File: src/rtl/mem_access_unit_pkg.sv
// Shared word width, data memory size and access-size encodings for mem_access_unit.
package mem_access_unit_pkg;

  localparam int unsigned WORD_LEN      = 32;
  localparam int unsigned DATA_MEM_SIZE = 1024;

  localparam logic [1:0] MEM_SZ_BYTE = 2'b00;
  localparam logic [1:0] MEM_SZ_HALF = 2'b01;
  localparam logic [1:0] MEM_SZ_WORD = 2'b10;

  // Offset of the last byte touched by an access of the given size.
  function automatic logic [2:0] size_last(input logic [1:0] size);
    case (size)
      MEM_SZ_BYTE: size_last = 3'd0;
      MEM_SZ_HALF: size_last = 3'd1;
      default:     size_last = 3'd3;
    endcase
  endfunction

endpackage

File: src/rtl/mem_lane_merge.sv
// Big-endian lane extract/extend for loads and lane merge for sub-word stores.
module mem_lane_merge
  import mem_access_unit_pkg::*;
(
  input  logic [WORD_LEN-1:0] rd_word,
  input  logic [WORD_LEN-1:0] wr_data,
  input  logic [1:0]          offset,
  input  logic [1:0]          size,
  input  logic                is_unsigned,
  output logic [WORD_LEN-1:0] load_data_c,
  output logic [WORD_LEN-1:0] merge_data_c
);

  logic [4:0]          shamt;
  logic [WORD_LEN-1:0] lane_mask;
  logic [WORD_LEN-1:0] shifted;

  // Byte k sits at bits [31-8k -: 8]; 3-k is simply ~k for a 2-bit offset.
  always_comb begin
    shamt        = '0;
    lane_mask    = '1;
    shifted      = rd_word;
    load_data_c  = rd_word;
    merge_data_c = wr_data;
    case (size)
      MEM_SZ_BYTE: begin
        shamt        = {~offset, 3'b000};
        lane_mask    = WORD_LEN'(8'hFF) << shamt;
        shifted      = rd_word >> shamt;
        load_data_c  = is_unsigned ? WORD_LEN'(shifted[7:0])
                                   : {{(WORD_LEN-8){shifted[7]}}, shifted[7:0]};
        merge_data_c = (rd_word & ~lane_mask) | (WORD_LEN'(wr_data[7:0]) << shamt);
      end
      MEM_SZ_HALF: begin
        shamt        = {~offset[1], 4'b0000};
        lane_mask    = WORD_LEN'(16'hFFFF) << shamt;
        shifted      = rd_word >> shamt;
        load_data_c  = is_unsigned ? WORD_LEN'(shifted[15:0])
                                   : {{(WORD_LEN-16){shifted[15]}}, shifted[15:0]};
        merge_data_c = (rd_word & ~lane_mask) | (WORD_LEN'(wr_data[15:0]) << shamt);
      end
      default: ;
    endcase
  end

endmodule

File: src/rtl/mem_access_unit.sv
// Load/store initiator for the big-endian data memory; sub-word accesses
// (read-modify-write stores, extended loads) exist only with MEM_ACCESS_SUBWORD_EN.
module mem_access_unit
  import mem_access_unit_pkg::*;
#(
  parameter int unsigned MEM_BYTES = DATA_MEM_SIZE
) (
  input  logic                clk,
  input  logic                rst,
  input  logic                req_valid,
  output logic                req_ready,
  input  logic                req_write,
  input  logic [1:0]          req_size,
  input  logic                req_unsigned,
  input  logic [WORD_LEN-1:0] req_addr,
  input  logic [WORD_LEN-1:0] req_wdata,
  output logic                rsp_valid,
  input  logic                rsp_ready,
  output logic [WORD_LEN-1:0] rsp_rdata,
  output logic                rsp_err,
  output logic                mem_readEn,
  output logic                mem_writeEn,
  output logic [WORD_LEN-1:0] mem_address,
  output logic [WORD_LEN-1:0] mem_dataIn,
  input  logic [WORD_LEN-1:0] mem_dataOut
);

  localparam int unsigned AW = WORD_LEN + 1;

  typedef enum logic [1:0] {S_IDLE, S_READ, S_WRITE, S_RESP} state_e;

  state_e              state_q, state_d;
  logic                write_q, write_d;
  logic [WORD_LEN-3:0] waddr_q, waddr_d;
  logic                req_ready_q, req_ready_d;
  logic                rsp_valid_q, rsp_valid_d;
  logic                rsp_err_q, rsp_err_d;
  logic [WORD_LEN-1:0] rsp_rdata_q, rsp_rdata_d;
  logic                rd_en_q, rd_en_d;
  logic                wr_en_q, wr_en_d;
  logic [WORD_LEN-1:0] addr_q, addr_d;
  logic [WORD_LEN-1:0] wdat_q, wdat_d;
  logic [AW-1:0]       last_c;
  logic                acc_err_c;

`ifdef MEM_ACCESS_SUBWORD_EN
  logic [WORD_LEN-1:0] wdata_q, wdata_d;
  logic [1:0]          off_q, off_d;
  logic [1:0]          size_q, size_d;
  logic                uns_q, uns_d;
  logic [WORD_LEN-1:0] load_data_c;
  logic [WORD_LEN-1:0] merge_data_c;

  mem_lane_merge u_merge (
    .rd_word      (mem_dataOut),
    .wr_data      (wdata_q),
    .offset       (off_q),
    .size         (size_q),
    .is_unsigned  (uns_q),
    .load_data_c  (load_data_c),
    .merge_data_c (merge_data_c)
  );
`else
  logic cfg_unused;
  assign cfg_unused = req_unsigned;
`endif

  // Alignment, size and range check on the incoming request.
  always_comb begin
    acc_err_c = 1'b0;
    last_c    = {1'b0, req_addr} + AW'(size_last(req_size));
    case (req_size)
      MEM_SZ_BYTE: ;
      MEM_SZ_HALF: acc_err_c = req_addr[0];
      MEM_SZ_WORD: acc_err_c = (req_addr[1:0] != 2'b00);
      default:     acc_err_c = 1'b1;
    endcase
    if (last_c >= AW'(MEM_BYTES)) acc_err_c = 1'b1;
`ifndef MEM_ACCESS_SUBWORD_EN
    if (req_size != MEM_SZ_WORD) acc_err_c = 1'b1;
`endif
  end

  // Next state plus next values of every registered output.
  always_comb begin
    state_d     = state_q;
    write_d     = write_q;
    waddr_d     = waddr_q;
    rsp_err_d   = rsp_err_q;
    rsp_rdata_d = rsp_rdata_q;
    wdat_d      = '0;
`ifdef MEM_ACCESS_SUBWORD_EN
    wdata_d     = wdata_q;
    off_d       = off_q;
    size_d      = size_q;
    uns_d       = uns_q;
`endif
    case (state_q)
      S_IDLE: begin
        if (req_valid && req_ready_q) begin
          write_d     = req_write;
          waddr_d     = req_addr[WORD_LEN-1:2];
          rsp_err_d   = 1'b0;
          rsp_rdata_d = '0;
`ifdef MEM_ACCESS_SUBWORD_EN
          wdata_d     = req_wdata;
          off_d       = req_addr[1:0];
          size_d      = req_size;
          uns_d       = req_unsigned;
`endif
          if (acc_err_c) begin
            state_d   = S_RESP;
            rsp_err_d = 1'b1;
          end else if (req_write && req_size == MEM_SZ_WORD) begin
            state_d = S_WRITE;
            wdat_d  = req_wdata;
          end else begin
            state_d = S_READ;
          end
        end
      end
      S_READ: begin
        if (write_q) begin
          state_d = S_WRITE;
`ifdef MEM_ACCESS_SUBWORD_EN
          wdat_d  = merge_data_c;
`endif
        end else begin
          state_d = S_RESP;
`ifdef MEM_ACCESS_SUBWORD_EN
          rsp_rdata_d = load_data_c;
`else
          rsp_rdata_d = mem_dataOut;
`endif
        end
      end
      S_WRITE: state_d = S_RESP;
      S_RESP:  if (rsp_ready) state_d = S_IDLE;
      default: state_d = S_IDLE;
    endcase

    req_ready_d = (state_d == S_IDLE);
    rsp_valid_d = (state_d == S_RESP);
    rd_en_d     = (state_d == S_READ);
    wr_en_d     = (state_d == S_WRITE);
    addr_d      = (rd_en_d || wr_en_d) ? {waddr_d, 2'b00} : '0;
  end

  always_ff @(posedge clk or negedge rst) begin
    if (!rst) begin
      state_q     <= S_IDLE;
      write_q     <= 1'b0;
      waddr_q     <= '0;
      req_ready_q <= 1'b0;
      rsp_valid_q <= 1'b0;
      rsp_err_q   <= 1'b0;
      rsp_rdata_q <= '0;
      rd_en_q     <= 1'b0;
      wr_en_q     <= 1'b0;
      addr_q      <= '0;
      wdat_q      <= '0;
`ifdef MEM_ACCESS_SUBWORD_EN
      wdata_q     <= '0;
      off_q       <= '0;
      size_q      <= '0;
      uns_q       <= 1'b0;
`endif
    end else begin
      state_q     <= state_d;
      write_q     <= write_d;
      waddr_q     <= waddr_d;
      req_ready_q <= req_ready_d;
      rsp_valid_q <= rsp_valid_d;
      rsp_err_q   <= rsp_err_d;
      rsp_rdata_q <= rsp_rdata_d;
      rd_en_q     <= rd_en_d;
      wr_en_q     <= wr_en_d;
      addr_q      <= addr_d;
      wdat_q      <= wdat_d;
`ifdef MEM_ACCESS_SUBWORD_EN
      wdata_q     <= wdata_d;
      off_q       <= off_d;
      size_q      <= size_d;
      uns_q       <= uns_d;
`endif
    end
  end

  assign req_ready   = req_ready_q;
  assign rsp_valid   = rsp_valid_q;
  assign rsp_err     = rsp_err_q;
  assign rsp_rdata   = rsp_rdata_q;
  assign mem_readEn  = rd_en_q;
  assign mem_writeEn = wr_en_q;
  assign mem_address = addr_q;
  assign mem_dataIn  = wdat_q;

endmodule

File: config.mk
export PLATFORM = sky130hd
export DESIGN_NAME = mem_access_unit
export DESIGN_NICKNAME = d
export VERILOG_FILES = /design/src/rtl/mem_access_unit_pkg.sv /design/src/rtl/mem_lane_merge.sv /design/src/rtl/mem_access_unit.sv
export SDC_FILE = /design/constraint.sdc
export NUM_CORES = 1
export LEC_CHECK = 0
export BUFFER_PORTS_ARGS = -buffer_cell sky130_fd_sc_hd__buf_2
export CORE_MARGIN = 4
export CORE_UTILIZATION = 44
export CTS_CLUSTER_SIZE = 30
export DETAILED_ROUTE_END_ITERATION = 7
export HOLD_SLACK_MARGIN = 0.06
export PLACE_DENSITY = 0.76
export SLEW_MARGIN = 20
export SYNTH_ARGS = -nofsm -noshare
export SYNTH_HDL_FRONTEND = slang
export SYNTH_SLANG_ARGS = --single-unit
File: constraint.sdc
create_clock -name clk -period 1.85 [get_ports clk]
set_clock_uncertainty 0.15 [all_clocks]
set_input_delay 0.37 -clock clk [delete_from_list [all_inputs] [get_ports clk]]
set_output_delay 0.37 -clock clk [all_outputs]
set_load 0.01 [all_outputs]
# == Word-level counts from Yosys, hierarchy flattened ==
# Cells that the tools add are included.
# word_totals
wordCells,55
register_bits,134
inputBits,104
out_inout_bits,101
# op_classes
n_mux,21
n_reduce_logical,10
n_eq_ne,11
order_cmp,1
addsub,1
# ops
operator,n
32-bit two-way mux,7
32-bit one-hot mux with 2 select lines,1
30-bit two-way mux,2
32-bit by 3-bit adder with 33-bit output,1
33-bit by 11-bit >= comparator with 1-bit output (second input constant),1
2-bit == test (second input constant),5
2-bit two-way mux,4
2-bit one-hot mux with 4 select lines,1
2-bit by 1-bit == test with 1-bit output (second input constant),3
2-bit zero test,3
2-bit != test (second input constant),3
1-bit two-way mux,4
2-bit one-hot mux with 2 select lines,1
2-bit nonzero test,2
1-bit one-hot mux with 3 select lines,1
3-bit AND reduction,1
1-bit logical AND,2
2-bit AND reduction,1
1-bit logical OR,1

# == Longest topological paths before layout ==
# depth
depth_word,12
mapped_depth,14

# == Least setup slack after synthesis ==
# No wires, ideal clock.
# synth_path
kind,input to register
startpoint,in req_size[1]
endpoint,"reg addr_q[31], in the netlist mem_address[31]"
path_stages,14
n_path_buf,1
t_arrival_ps,3502
setup_ps,132
required_ps,1568
setup_slack_ps,-1934
path_cell_list,or2_2 -> ha_1 -> fa_1 -> nand3_1 -> or3_1 -> nor2_1 -> xor2_1 -> a211oi_1 -> nand4_1 -> or4_1 -> a21o_1 -> ha_1 -> clkbuf_1 -> nor2b_1
# synth_between
elab_chain_cells,12
elab_cells_between_ends,19
classes_between,1 x add/sub; 1 x order compare; 5 x eq/ne; 9 x mux; 3 x reduce/logical
# synth_lines
item,line_no,text
start: declaration,mem_access_unit.sv:13,"input logic [1:0] req_size,"
2-bit by 1-bit == test with 1-bit output or 2-bit zero test (tied branches),"mem_access_unit_pkg.sv:13, mem_access_unit.sv:72",
2-bit one-hot mux with 2 select lines,mem_access_unit_pkg.sv:13,case (size)
32-bit by 3-bit adder with 33-bit output,mem_access_unit.sv:71,"last_c = {1'b0, req_addr} + AW'(size_last(req_size));"
33-bit by 11-bit >= comparator with 1-bit output,mem_access_unit.sv:78,if (last_c >= AW'(MEM_BYTES)) acc_err_c = 1'b1;
1-bit two-way mux,mem_access_unit.sv:78,
1-bit two-way mux,mem_access_unit.sv:80,if (req_size != MEM_SZ_WORD) acc_err_c = 1'b1;
2-bit two-way mux (*),mem_access_unit.sv:111,if (acc_err_c) begin
2-bit two-way mux (*),mem_access_unit.sv:100,if (req_valid && req_ready_q) begin
2-bit one-hot mux with 4 select lines (*),mem_access_unit.sv:98,case (state_q)
via state_d[0],mem_access_unit.sv:32,"state_e state_q, state_d;"
2-bit by 1-bit == test with 1-bit output or 2-bit == test (tied branches),"mem_access_unit.sv:144, mem_access_unit.sv:145",
1-bit logical OR (*),mem_access_unit.sv:146,"addr_d = (rd_en_d || wr_en_d) ? {waddr_d, 2'b00} : '0;"
32-bit two-way mux (*),mem_access_unit.sv:146,
via addr_d[31],mem_access_unit.sv:41,"logic [WORD_LEN-1:0] addr_q, addr_d;"
end signal: assignment,mem_access_unit.sv:178,addr_q <= addr_d;
end: declaration,mem_access_unit.sv:41,
# The timed path passes the listed nets; every way through them passes the cells marked *.
# A chain may end at the register's enable or synchronous reset.

# == Worst setup path in the final report ==
# layout_path
startpoint,in req_size[0]
endpoint,"reg addr_q[5], in the netlist mem_address[5]"
# Same word-level chain as after synthesis.

==> results.md <==
- Status: finished with violations
- Failing checks: setup timing
- Final Max Tran Viols: 0
- Setup Crit Path Kind: in -> reg
- Vias in the first global route: between 5,000 and 6,000
- Power Internal: 7.68 mW
- Post-synthesis async set-or-reset flop share: 100%
- Hold Violations, Final: 0
- Final nets: around 950
- Ratio of total power to cell area: 1200 nW/um^2
- Core region area: between 10,000 and 15,000 um^2
- Total GRT Usage: about 28%
- Synth Instances: roughly 510
- Syn_area_per_cell: 10.6 um^2
- Most used DFF post-synth: dfrtp_1
- Longest Clk Path Bufs: 2
- Fillers: 703
- Area Overhead vs Synth: 74.0%
- Final setup margin: -1.47 ns
- Die X-Extent: 119 um
- Clock share of power: 32.2%
- DRC viols: 0
- Synth Cell Area: approximately 5400 um^2
- Grt total ovfl: 0
- Min Clock Period, post-route: around 3.3 ns
- Critical path data required time: 1.99 ns
- # port buffers: 201
- Largest net degree at the start of global routing: 53
- Layout cell share with drive strength beyond 1: 48.1%
- Drt pass-1 iters: 5
- IO Pins: between 200 and 250
- Final worst path period share: 179%
- Root buffer cell: clkbuf_16
- Synthesized flop and latch total: 132
- Register area share after synthesis: between 60% and 70%
- Worst-path fanout max: 16
- Comb pwr share: between 30% and 40%
- CP arrival: 3.46 ns
- Routability cong.: between 0.8 and 0.9
- P_sw: 3.54 mW
- Initial antenna violation count: 3
- Clock Latency Late Sink: between 0.4 and 0.5 ns
- Unique masters post-synth: 48
- Max Freq: between 300 and 400 MHz
- Min Hold Slack: around 0.079 ns
- Final setup vio count: 69
- Flop pwr share: 37.2%
- Min-delay worst type: in -> reg
- CTS sink cnt: 132
- Setup crit end kind: flip-flop
- Synth warn: 0
- Startpoint types: primary input
- CTS clk-pin slew, worst paths: around 0.060 ns
- Die ar.: between 10,000 and 15,000 um^2
- Worst slew pin tran: between 0.7 and 0.8 ns
- Vias: 5,586
- First-pass GRT wire length: 30,400 um
- Leak: 5.03 nW
- Switching share of power: between 30% and 40%
- Multi-input gate area: roughly 2700 um^2
- TritonCTS clock tree: built
- Initial Util: between 40% and 50%
- CTS Buf Count: 17
- Initial DRC Count: approximately 530
- EDFF count, synth: 0
- Storage cell area: 3300 um^2
- Post-DP HPWL: roughly 11,000 um
- Avg WL per Cell: between 20 and 25 um
- Routed WL: slightly above 20,000 um
- Vias/cell: about 5.6
- Placed Area: a little over 7000 um^2
- Max cap viols: 0
- Post-route cell area: 9390 um^2
- RSZ-0062 raised after global routing: true
- Worst vdd ir: just under 0.0007 V
- Slew margin rel.: ~52%
- Rows: 40
- Htree depth: 4
- Routed Antenna Nets: 0
- Tot Pwr: 11.2 mW
- Die H: ~120 um
cell families after synthesis:
logic type | synth area share (%)
adders and majority gates | 1.76
and+or+nand+nor | 21.6
xor gates and xnor gates | 0.812
buffers and inverters | 2.51
AOI/OAI and AO/OA | 11.6
muxes | 0.394
DFF | 61.3
other | 0.0695
area by class of cell:
type                            instances  area share (%)
Timing Repair Buffer                  341            26.8
Inverter                                2          0.0800
Antenna cell                            1          0.0267
Clock inverter                          8            1.56
Clock buffer                           24            5.24
Sequential cell                       132            35.2
Tap cell                              147            1.96
Multi-Input combinational cell        343            29.2
critical path: stages:
cell     delay [ns]
buf_2          0.09
or2_4          0.12
ha_4           0.15
fa_2           0.26
nand3_4        0.09
or3_4          0.38
nor4_4         0.26
xnor2_1        0.16
o211a_1        0.21
o21ai_4        0.07
or4_4          0.55
a21o_1         0.22
ha_4           0.32
buf_12         0.16
a21oi_1        0.05
routing by layer:
layer	global-route usage [%]	wire, um	vias up
li1	-	-	2465
met1	31.0	7500	2776
met2	49.4	11000	271
met3	6.79	1330	70
met4	12.7	845	4
met5	0	28	-
synth_stat cells, types with 3 or more instances:
cell type / count / area (um^2)
nor3b_1: 3 / 22.5
nand2_1: 131 / 492
o21ai_0: 5 / 25.0
a211oi_1: 3 / 22.5
nand4_1: 11 / 68.8
ha_1: 6 / 75.1
xnor2_1: 3 / 26.3
and4_1: 3 / 26.3
dfrtp_1: 132 / 3300
and3_1: 3 / 18.8
nor2_1: 18 / 67.6
nor3_1: 4 / 20.0
nand3_1: 8 / 40.0
a21oi_1: 34 / 170
a22o_1: 32 / 280
clkbuf_1: 30 / 113
nor4_1: 35 / 219
nor4b_1: 3 / 26.3
a311o_1: 3 / 30.0
or3_1: 3 / 18.8
repair_timing:
item	in CTS	in global routing
endpoints found under the hold margin	77	1
setup buffers	20	8
gates cloned	4	3
pin swaps	33	4
gates resized for setup	99	54
setup endpoints to repair	101	69
hold buffers	40	1
power by group through the flow:
stage	Clock (mW)	Combinational [mW]	Sequential, mW
final	3.61	3.44	4.17
after global routing	3.79	3.70	4.25
after CTS	3.63	3.29	4.13
after detailed placement	0	3.06	4.16
after global placement	0	2.95	4.13
after floorplan	0	1.37	4.40
placed cells by master, fill, tap and decap left out, types with 3 or more instances in the layout:
cell / netlist / final
a21oi_1: 34 / 23
a21oi_2: 0 / 10
a22o_1: 32 / 32
a311o_1: 3 / 3
and3_1: 3 / 3
and4_1: 3 / 3
buf_12: 0 / 12
buf_16: 0 / 4
buf_2: 0 / 199
buf_4: 2 / 64
buf_6: 0 / 16
buf_8: 0 / 3
bufinv_16: 0 / 4
clkbuf_1: 30 / 3
clkbuf_16: 0 / 19
clkbuf_8: 0 / 4
dfrtp_1: 132 / 132
dlygate4sd3_1: 0 / 41
ha_4: 0 / 5
nand2_1: 131 / 131
nand3_1: 8 / 7
nand4_1: 11 / 11
nor2_1: 18 / 15
nor4_2: 0 / 3
nor4_4: 1 / 33
o21ai_0: 5 / 4
xnor2_1: 3 / 3
per-stage QoR:
stage               util, %  std cells  setup slack, ns  setup TNS (ns)
finish                 78.1        998            -1.47          -79.04
global route           78.1        998            -1.54          -84.65
CTS                    75.4        991            -1.35          -77.53
detailed placement     59.3        895            -1.87         -109.90
global placement       59.3        895            -1.77         -100.54
floorplan                 -        509            -1.59          -81.22
final timing paths:
kind                                            start                        end  slack, ns  cells past startpoint
worst max-delay path                      req_size[0]   mem_address[5]$_DFF_PN0_      -1.47                     15
worst min-delay path                     req_wdata[4]    mem_dataIn[4]$_DFF_PN0_       0.08                      3
worst max register to register   state_q[1]$_DFF_PN0_   mem_dataIn[25]$_DFF_PN0_      -0.26                      7
worst min register to register  waddr_q[12]$_DFF_PN0_      waddr_q[12]$_DFF_PN0_       0.32                      2
max in group asynchronous                         rst  rsp_rdata[11]$_DFFE_PN0P_       0.61                      3
min in group asynchronous                         rst    mem_dataIn[1]$_DFF_PN0_       0.33                      2
registers in the layout (all words and copies together) (netlist names):
| signal | cells |
|---|---|
| mem_writeEn | 1 |
| mem_readEn | 1 |
| mem_address | 30 |
| mem_dataIn | 32 |
| rsp_rdata | 32 |
| waddr_q | 30 |
| req_ready | 1 |
| state_q | 2 |
| rsp_valid | 1 |
| rsp_err | 1 |
| write_q | 1 |
No activity file was read; power rests on OpenSTA's default activity.
